`config.mk`:
```
export PLATFORM = sky130hd
export DESIGN_NAME = taxi_trip_ctrl
export DESIGN_NICKNAME = d
export VERILOG_FILES = /design/src/rtl/taxi_pkg.sv /design/src/rtl/taxi_tick_div.sv /design/src/rtl/taxi_trip_ctrl.sv
export SDC_FILE = /design/constraint.sdc
export NUM_CORES = 1
export LEC_CHECK = 0
export ABC_CLOCK_PERIOD_IN_PS = 3350
export CELL_PAD_IN_SITES_DETAIL_PLACEMENT = 0
export CELL_PAD_IN_SITES_GLOBAL_PLACEMENT = 1
export CORE_ASPECT_RATIO = 0.7
export CORE_MARGIN = 3
export CORE_UTILIZATION = 30
export CTS_CLUSTER_DIAMETER = 120
export DETAILED_ROUTE_END_ITERATION = 6
export PLACE_DENSITY_LB_ADDON = 0.1
export REMOVE_ABC_BUFFERS = 1
export SYNTH_ARGS = -nofsm -noshare
export SYNTH_HDL_FRONTEND = slang
export SYNTH_HIERARCHICAL = 1
export SYNTH_SLANG_ARGS = --single-unit
```
`constraint.sdc`:
```
create_clock -name clk -period 3.35 [get_ports clk]
set_input_delay 0.8375 -clock clk [delete_from_list [all_inputs] [get_ports clk]]
set_output_delay 0.8375 -clock clk [all_outputs]
set_load 0.01 [all_outputs]
```
`src/rtl/taxi_pkg.sv`:
```
// Shared types, default constants and saturating arithmetic for the taxi meter.
package taxi_pkg;

  typedef enum logic [1:0] {
    IDLE   = 2'd0,
    RUN    = 2'd1,
    WAIT   = 2'd2,
    SETTLE = 2'd3
  } state_t;

  typedef logic [31:0] fare_t;
  typedef logic [31:0] metre_t;

  localparam int unsigned TICK_DIV_DEF  = 25000000;
  localparam fare_t       BASE_FARE_DEF = 32'd100000;
  localparam metre_t      STEP_M_DEF    = 32'd100;
  localparam metre_t      START_M_DEF   = 32'd3000;
  localparam metre_t      MID_M_DEF     = 32'd10000;
  localparam fare_t       RATE_MID_DEF  = 32'd2400;
  localparam fare_t       RATE_HIGH_DEF = 32'd3600;
  localparam fare_t       RATE_WAIT_DEF = 32'd5000;

  function automatic logic [31:0] sat_add(input logic [31:0] a, input logic [31:0] b);
    logic [32:0] s;
    s = {1'b0, a} + {1'b0, b};
    return s[32] ? 32'hFFFF_FFFF : s[31:0];
  endfunction

endpackage

```
`src/rtl/taxi_tick_div.sv`:
```
// Metering tick divider: counts while enabled, strobes tick on the last count.
module taxi_tick_div #(
  parameter int unsigned TICK_DIV = 25000000
) (
  input  logic clk,
  input  logic rst_n,
  input  logic clr,
  output logic tick
);

  localparam int CNT_W = (TICK_DIV > 1) ? $clog2(TICK_DIV) : 1;

  logic [CNT_W-1:0] cnt_q;

  assign tick = ~clr && (cnt_q == CNT_W'(TICK_DIV - 1));

  always_ff @(posedge clk) begin
    if (!rst_n || clr) begin
      cnt_q <= '0;
    end else if (tick) begin
      cnt_q <= '0;
    end else begin
      cnt_q <= cnt_q + CNT_W'(1);
    end
  end

endmodule

```
`src/rtl/taxi_trip_ctrl.sv`:
```
// Taxi trip sequencer: button edges -> trip FSM, metering tick, fare/distance/total.
// Optional night surcharge enabled by defining TAXI_NIGHT_SURCHARGE_EN.
module taxi_trip_ctrl
  import taxi_pkg::*;
#(
  parameter int unsigned TICK_DIV  = TICK_DIV_DEF,
  parameter fare_t       BASE_FARE = BASE_FARE_DEF,
  parameter metre_t      STEP_M    = STEP_M_DEF,
  parameter metre_t      START_M   = START_M_DEF,
  parameter metre_t      MID_M     = MID_M_DEF,
  parameter fare_t       RATE_MID  = RATE_MID_DEF,
  parameter fare_t       RATE_HIGH = RATE_HIGH_DEF,
  parameter fare_t       RATE_WAIT = RATE_WAIT_DEF
) (
  input  logic   clk,
  input  logic   rst_n,
  input  logic   settle_btn,
  input  logic   pause,
  input  logic   show_total_btn,
`ifdef TAXI_NIGHT_SURCHARGE_EN
  input  logic   night,
`endif
  output fare_t  fare,
  output metre_t meter,
  output fare_t  total,
  output logic   running,
  output logic   disp_sel,
  output fare_t  disp_value,
  output logic   tick
);

  state_t state_q, state_d;
  logic   settle_q, show_q;
  logic   settle_edge, show_edge;
  logic   div_clr;
  fare_t  base_eff, mid_eff, high_eff, wait_eff, run_rate;

  assign settle_edge = settle_btn & ~settle_q;
  assign show_edge   = show_total_btn & ~show_q;
  assign running     = (state_q == RUN) || (state_q == WAIT);
  assign div_clr     = ~running;

`ifdef TAXI_NIGHT_SURCHARGE_EN
  logic night_q;

  function automatic fare_t surch(input fare_t v);
    return sat_add(v, v >> 2);
  endfunction

  always_ff @(posedge clk) begin
    if (!rst_n) begin
      night_q <= 1'b0;
    end else if (state_q == IDLE && settle_edge) begin
      night_q <= night;
    end
  end

  // Base fare is loaded on the same edge night is captured, so use the live input.
  assign base_eff = night   ? surch(BASE_FARE) : BASE_FARE;
  assign mid_eff  = night_q ? surch(RATE_MID)  : RATE_MID;
  assign high_eff = night_q ? surch(RATE_HIGH) : RATE_HIGH;
  assign wait_eff = night_q ? surch(RATE_WAIT) : RATE_WAIT;
`else
  assign base_eff = BASE_FARE;
  assign mid_eff  = RATE_MID;
  assign high_eff = RATE_HIGH;
  assign wait_eff = RATE_WAIT;
`endif

  taxi_tick_div #(.TICK_DIV(TICK_DIV)) u_div (
    .clk   (clk),
    .rst_n (rst_n),
    .clr   (div_clr),
    .tick  (tick)
  );

  always_comb begin
    run_rate = '0;
    if (meter > MID_M) begin
      run_rate = high_eff;
    end else if (meter >= START_M) begin
      run_rate = mid_eff;
    end
  end

  always_ff @(posedge clk) begin
    if (!rst_n) begin
      state_q <= IDLE;
    end else begin
      state_q <= state_d;
    end
  end

  // Settle edge wins over a same-cycle pause change.
  always_comb begin
    state_d = state_q;
    case (state_q)
      IDLE:      if (settle_edge) state_d = pause ? WAIT : RUN;
      RUN, WAIT: state_d = settle_edge ? SETTLE : (pause ? WAIT : RUN);
      SETTLE:    state_d = IDLE;
      default:   state_d = IDLE;
    endcase
  end

  // A tick on the settle edge updates fare first; SETTLE then sees the updated value.
  always_ff @(posedge clk) begin
    if (!rst_n) begin
      fare       <= BASE_FARE;
      meter      <= '0;
      total      <= '0;
      disp_sel   <= 1'b0;
      disp_value <= BASE_FARE;
      settle_q   <= 1'b0;
      show_q     <= 1'b0;
    end else begin
      settle_q   <= settle_btn;
      show_q     <= show_total_btn;
      disp_value <= disp_sel ? total : fare;
      if (show_edge) disp_sel <= ~disp_sel;
      case (state_q)
        IDLE: begin
          if (settle_edge) begin
            fare  <= base_eff;
            meter <= '0;
          end
        end
        RUN: begin
          if (tick) begin
            meter <= sat_add(meter, STEP_M);
            fare  <= sat_add(fare, run_rate);
          end
        end
        WAIT: begin
          if (tick) fare <= sat_add(fare, wait_eff);
        end
        SETTLE: total <= sat_add(total, fare);
        default: ;
      endcase
    end
  end

endmodule
```
==> impl_metrics.ini <==
[worst_setup_path]
crit_path_end_kind = flop
reg2reg_slack_ns = -0.30
crit_top_cell = or4_4
cpLargestDelayFamily = simple AND/OR/NAND/NOR gates
worstSetupPathType = reg2reg
slowest_stage = or4_4
slowest_delay_ns = 0.52
cp_cell_sequence = or4_4 > nor4_2 > buf_4 > nand3_4 > and3_4 > ha_4 > a21oi_4 > nor3_4 > o31ai_4 > a21o_1 > or3_4 > or4_4 > mux2_4 > a31oi_1
cp_num_buf_inv = 1
r2r_end = fare[30]$_SDFFE_PN0P_
critPathMaxFanout = 4
reg2reg_depth = 14
r2r-start = meter[29]$_SDFFE_PN0P_
startpoint_type = flop
arrival_ns = 4.02
required_ns = 3.72

[placed_design]
pre_cts_ws_ns = -0.564
dp_hpwl_mm = 24.7
port_buffers = 135
gp_congestion = 0.849
placed_cells = 1837
place_area_um2 = 12300

[clocking]
cts_buffer_depth = 2
insertion_delay_ns = 0.45
cts_buffers = 17
htree_num_levels = 4
cts.sinks = 155
cts_tree = done
cts-root-buf = clkbuf_16
path_clk_slew_ns = 0.07

[floorplan]
initial_core_util_pct = 30.8
die-area_um2 = 34700
die_x_um = 221
placementRows = 54
core_area_um2 = 31600
ioPinCount = 136
fp.dieH_um = 157

[sta]
worst_slew_pin_slew_ns = 0.826
rsz0062_at_grt = yes
final.setup.tns_ns = -4.46
finalMaxSlewViolations = 0
setup_viol = 27
clock_skew_ns = 0.0124
maxSlewHeadroom_pct = 44.9
finalCritPeriodShare_pct = 109
report.final.hold_viol_count = 0
setup_ws_ns = -0.297
holdWs_ns = 0.479
fin_crit_ns = 3.65
fmax_mhz = 274

[detailed_routing]
dr.first_iter.drc_count = 805
vias = 10041
antenna_left = 0
wl_per_cell_um = 18.4
wl_mm = 34.7
routed_via_density = 5.31
drc_errors = 0
dr.pass1.iters = 7

[layout]
multi_input_area_um2 = 6580
final-seq-area_um2 = 3110
post-route-util_pct = 42.8
most-common-layout-cells = dfxtp_1, clkdlybuf4s50_1, o21ai_0
syn_to_final_growth_pct = 38.7
fin_cells = 1891
layout.nets = 1513
fillers = 3170
final_common_cell = dfxtp_1
stdcell_area_um2 = 13500
drive_above_1_share_pct = 17.8

[power_and_ir_drop]
ir_drop_uv = 270
pwr-share-comb_pct = 34.2
switchingPower_mw = 2.23
power_frac_seq_pct = 33.0
pwr-share-clk_pct = 32.7
powerDensity_nw_per_um2 = 462
p_int_mw = 4.01
power.leakage_nw = 5.02
power_mw = 6.24
swShare_pct = 35.7

[worst_hold_path]
holdPathStages = 1
hold_end = u_div/cnt_q[0]$_SDFF_PP0_
worstHoldStart = u_div/cnt_q[0]$_SDFF_PP0_
hold_path_class = reg2reg

[synthesis]
synth_seq_cells = 155
netlist.top_cell.by_area = dfxtp_1
postSynthCellCount = 1237
netlist_top_cells_area = dfxtp_1, o21ai_0, ha_1, a21oi_1, nor2_1
synthDistinctLibCells = 82
synth_top_area_share_pct = 31.9
synth_flop_cell = dfxtp_1
synth_edf_count = 0
avgSynthCellArea_um2 = 7.87
synthArstFlopShare_pct = 0
synthesis.yosys.warnings = 6
yosysSeqAreaShare_pct = 31.9
syn_area_um2 = 9730

[grt]
grt-ovfl-total = 0
grt_pass1_wl_mm = 55.8
grt_usage_pct = 20.0
antenna_found_initial = 0
grt_pass1_vias = 9616
grt_max_degree = 63

[status]
status = finished with violations
violations = negative setup slack

[run]
cap_violations = 0
-- registers in the layout, indices dropped and copies added (netlist names) --
name	cells
disp_sel	1
disp_value	32
fare	30
meter	31
settle_q	1
show_q	1
state_q	2
total	32
u_div/cnt_q	25
-- timing repair --
item / CTS / global route
hold buffers: 0 / 0
setup buffers: 17 / 7
cloned: 0 / 0
endpoints found under the setup margin: 31 / 34
pin swaps: 50 / 22
resized for setup: 90 / 22
-- cell families after synthesis --
kind of cell,Yosys count,share of synthesized area [%]
adder cells (fa/ha/maj),50,6.58
multiplexers,30,3.11
flip-flops,155,31.9
AND/OR/NAND/NOR,401,21.3
XOR/XNOR,48,4.32
AO/OA/AOI/OAI,438,28.0
buffers and inverters,115,4.76
-- synth_stat cells (3+ instances only) --
cell and n:
o21ai_0 146, o21bai_1 3, o211ai_1 8, nand2b_1 10
a211o_1 3, or3_1 13, a31oi_1 25, nor2b_1 37
o22ai_1 7, buf_2 12, a211oi_1 7, mux2i_1 28
nand3_1 48, buf_4 4, or4_1 8, a22oi_1 5
nor3_1 25, xnor2_1 23, and2_1 10, a311o_1 3
nor4b_1 6, nor4_1 12, a32o_1 3, nor2_1 84
o211a_1 3, o21a_1 8, and3_1 15, inv_1 37
nand4_1 22, nand2_1 83, a311oi_1 3, a21boi_0 37
a21oi_1 104, dfxtp_1 155, a21o_1 23, a221oi_1 8
a31o_2 3, clkbuf_1 59, o31ai_1 12, xor2_1 25
nor3b_1 5, ha_1 48, or2_2 8
-- power by group through the flow --
stage,clock [mW],sequential [mW],combinational [mW]
after CTS,2.11,2.07,2.08
after floorplan,0,2.18,0.968
final,2.04,2.06,2.14
after global routing,2.19,2.08,2.33
after detailed placement,0,2.10,2.00
after global placement,0,2.11,2.01
-- routing by layer --
layer,wire length [µm],track usage (%)
met1,18000,29.8
met2,14500,29.5
met4,333,4.35
met5,0,0
met3,1910,4.09
-- how the worst max path moves through the flow --
stage,startpoint,end,slack [ns],cells after the start
floorplan,meter[29]$_SDFFE_PN0P_,fare[6]$_SDFFE_PN0P_,-0.44,13
global placement,meter[29]$_SDFFE_PN0P_,fare[23]$_SDFFE_PN0P_,-0.47,14
detailed placement,meter[22]$_SDFFE_PN0P_,fare[23]$_SDFFE_PN0P_,-0.56,16
CTS,meter[25]$_SDFFE_PN0P_,fare[30]$_SDFFE_PN0P_,-0.29,16
global route,meter[29]$_SDFFE_PN0P_,fare[30]$_SDFFE_PN0P_,-0.40,14
finish,meter[29]$_SDFFE_PN0P_,fare[30]$_SDFFE_PN0P_,-0.30,14
-- layout make-up --
cell class | count | share of cell area, %
Multi-Input combinational cell | 967 | 48.8
Sequential cell | 155 | 23.0
Timing Repair Buffer | 279 | 18.9
Tap cell | 420 | 3.89
Clock buffer | 20 | 3.31
Clock inverter | 11 | 1.07
Inverter | 38 | 1.06
Antenna cell | 1 | 0.0185
-- worst register-to-register path: stages (launching register included) --
cell and delay, ns:
dfxtp_2 0.32, or4_4 0.52, nor4_2 0.22, buf_4 0.19
nand3_4 0.07, and3_4 0.20, ha_4 0.28, a21oi_4 0.07
nor3_4 0.20, o31ai_4 0.10, a21o_1 0.21, or3_4 0.35
or4_4 0.42, mux2_4 0.31, a31oi_1 0.13
No activity file was read; power rests on OpenSTA's default activity.
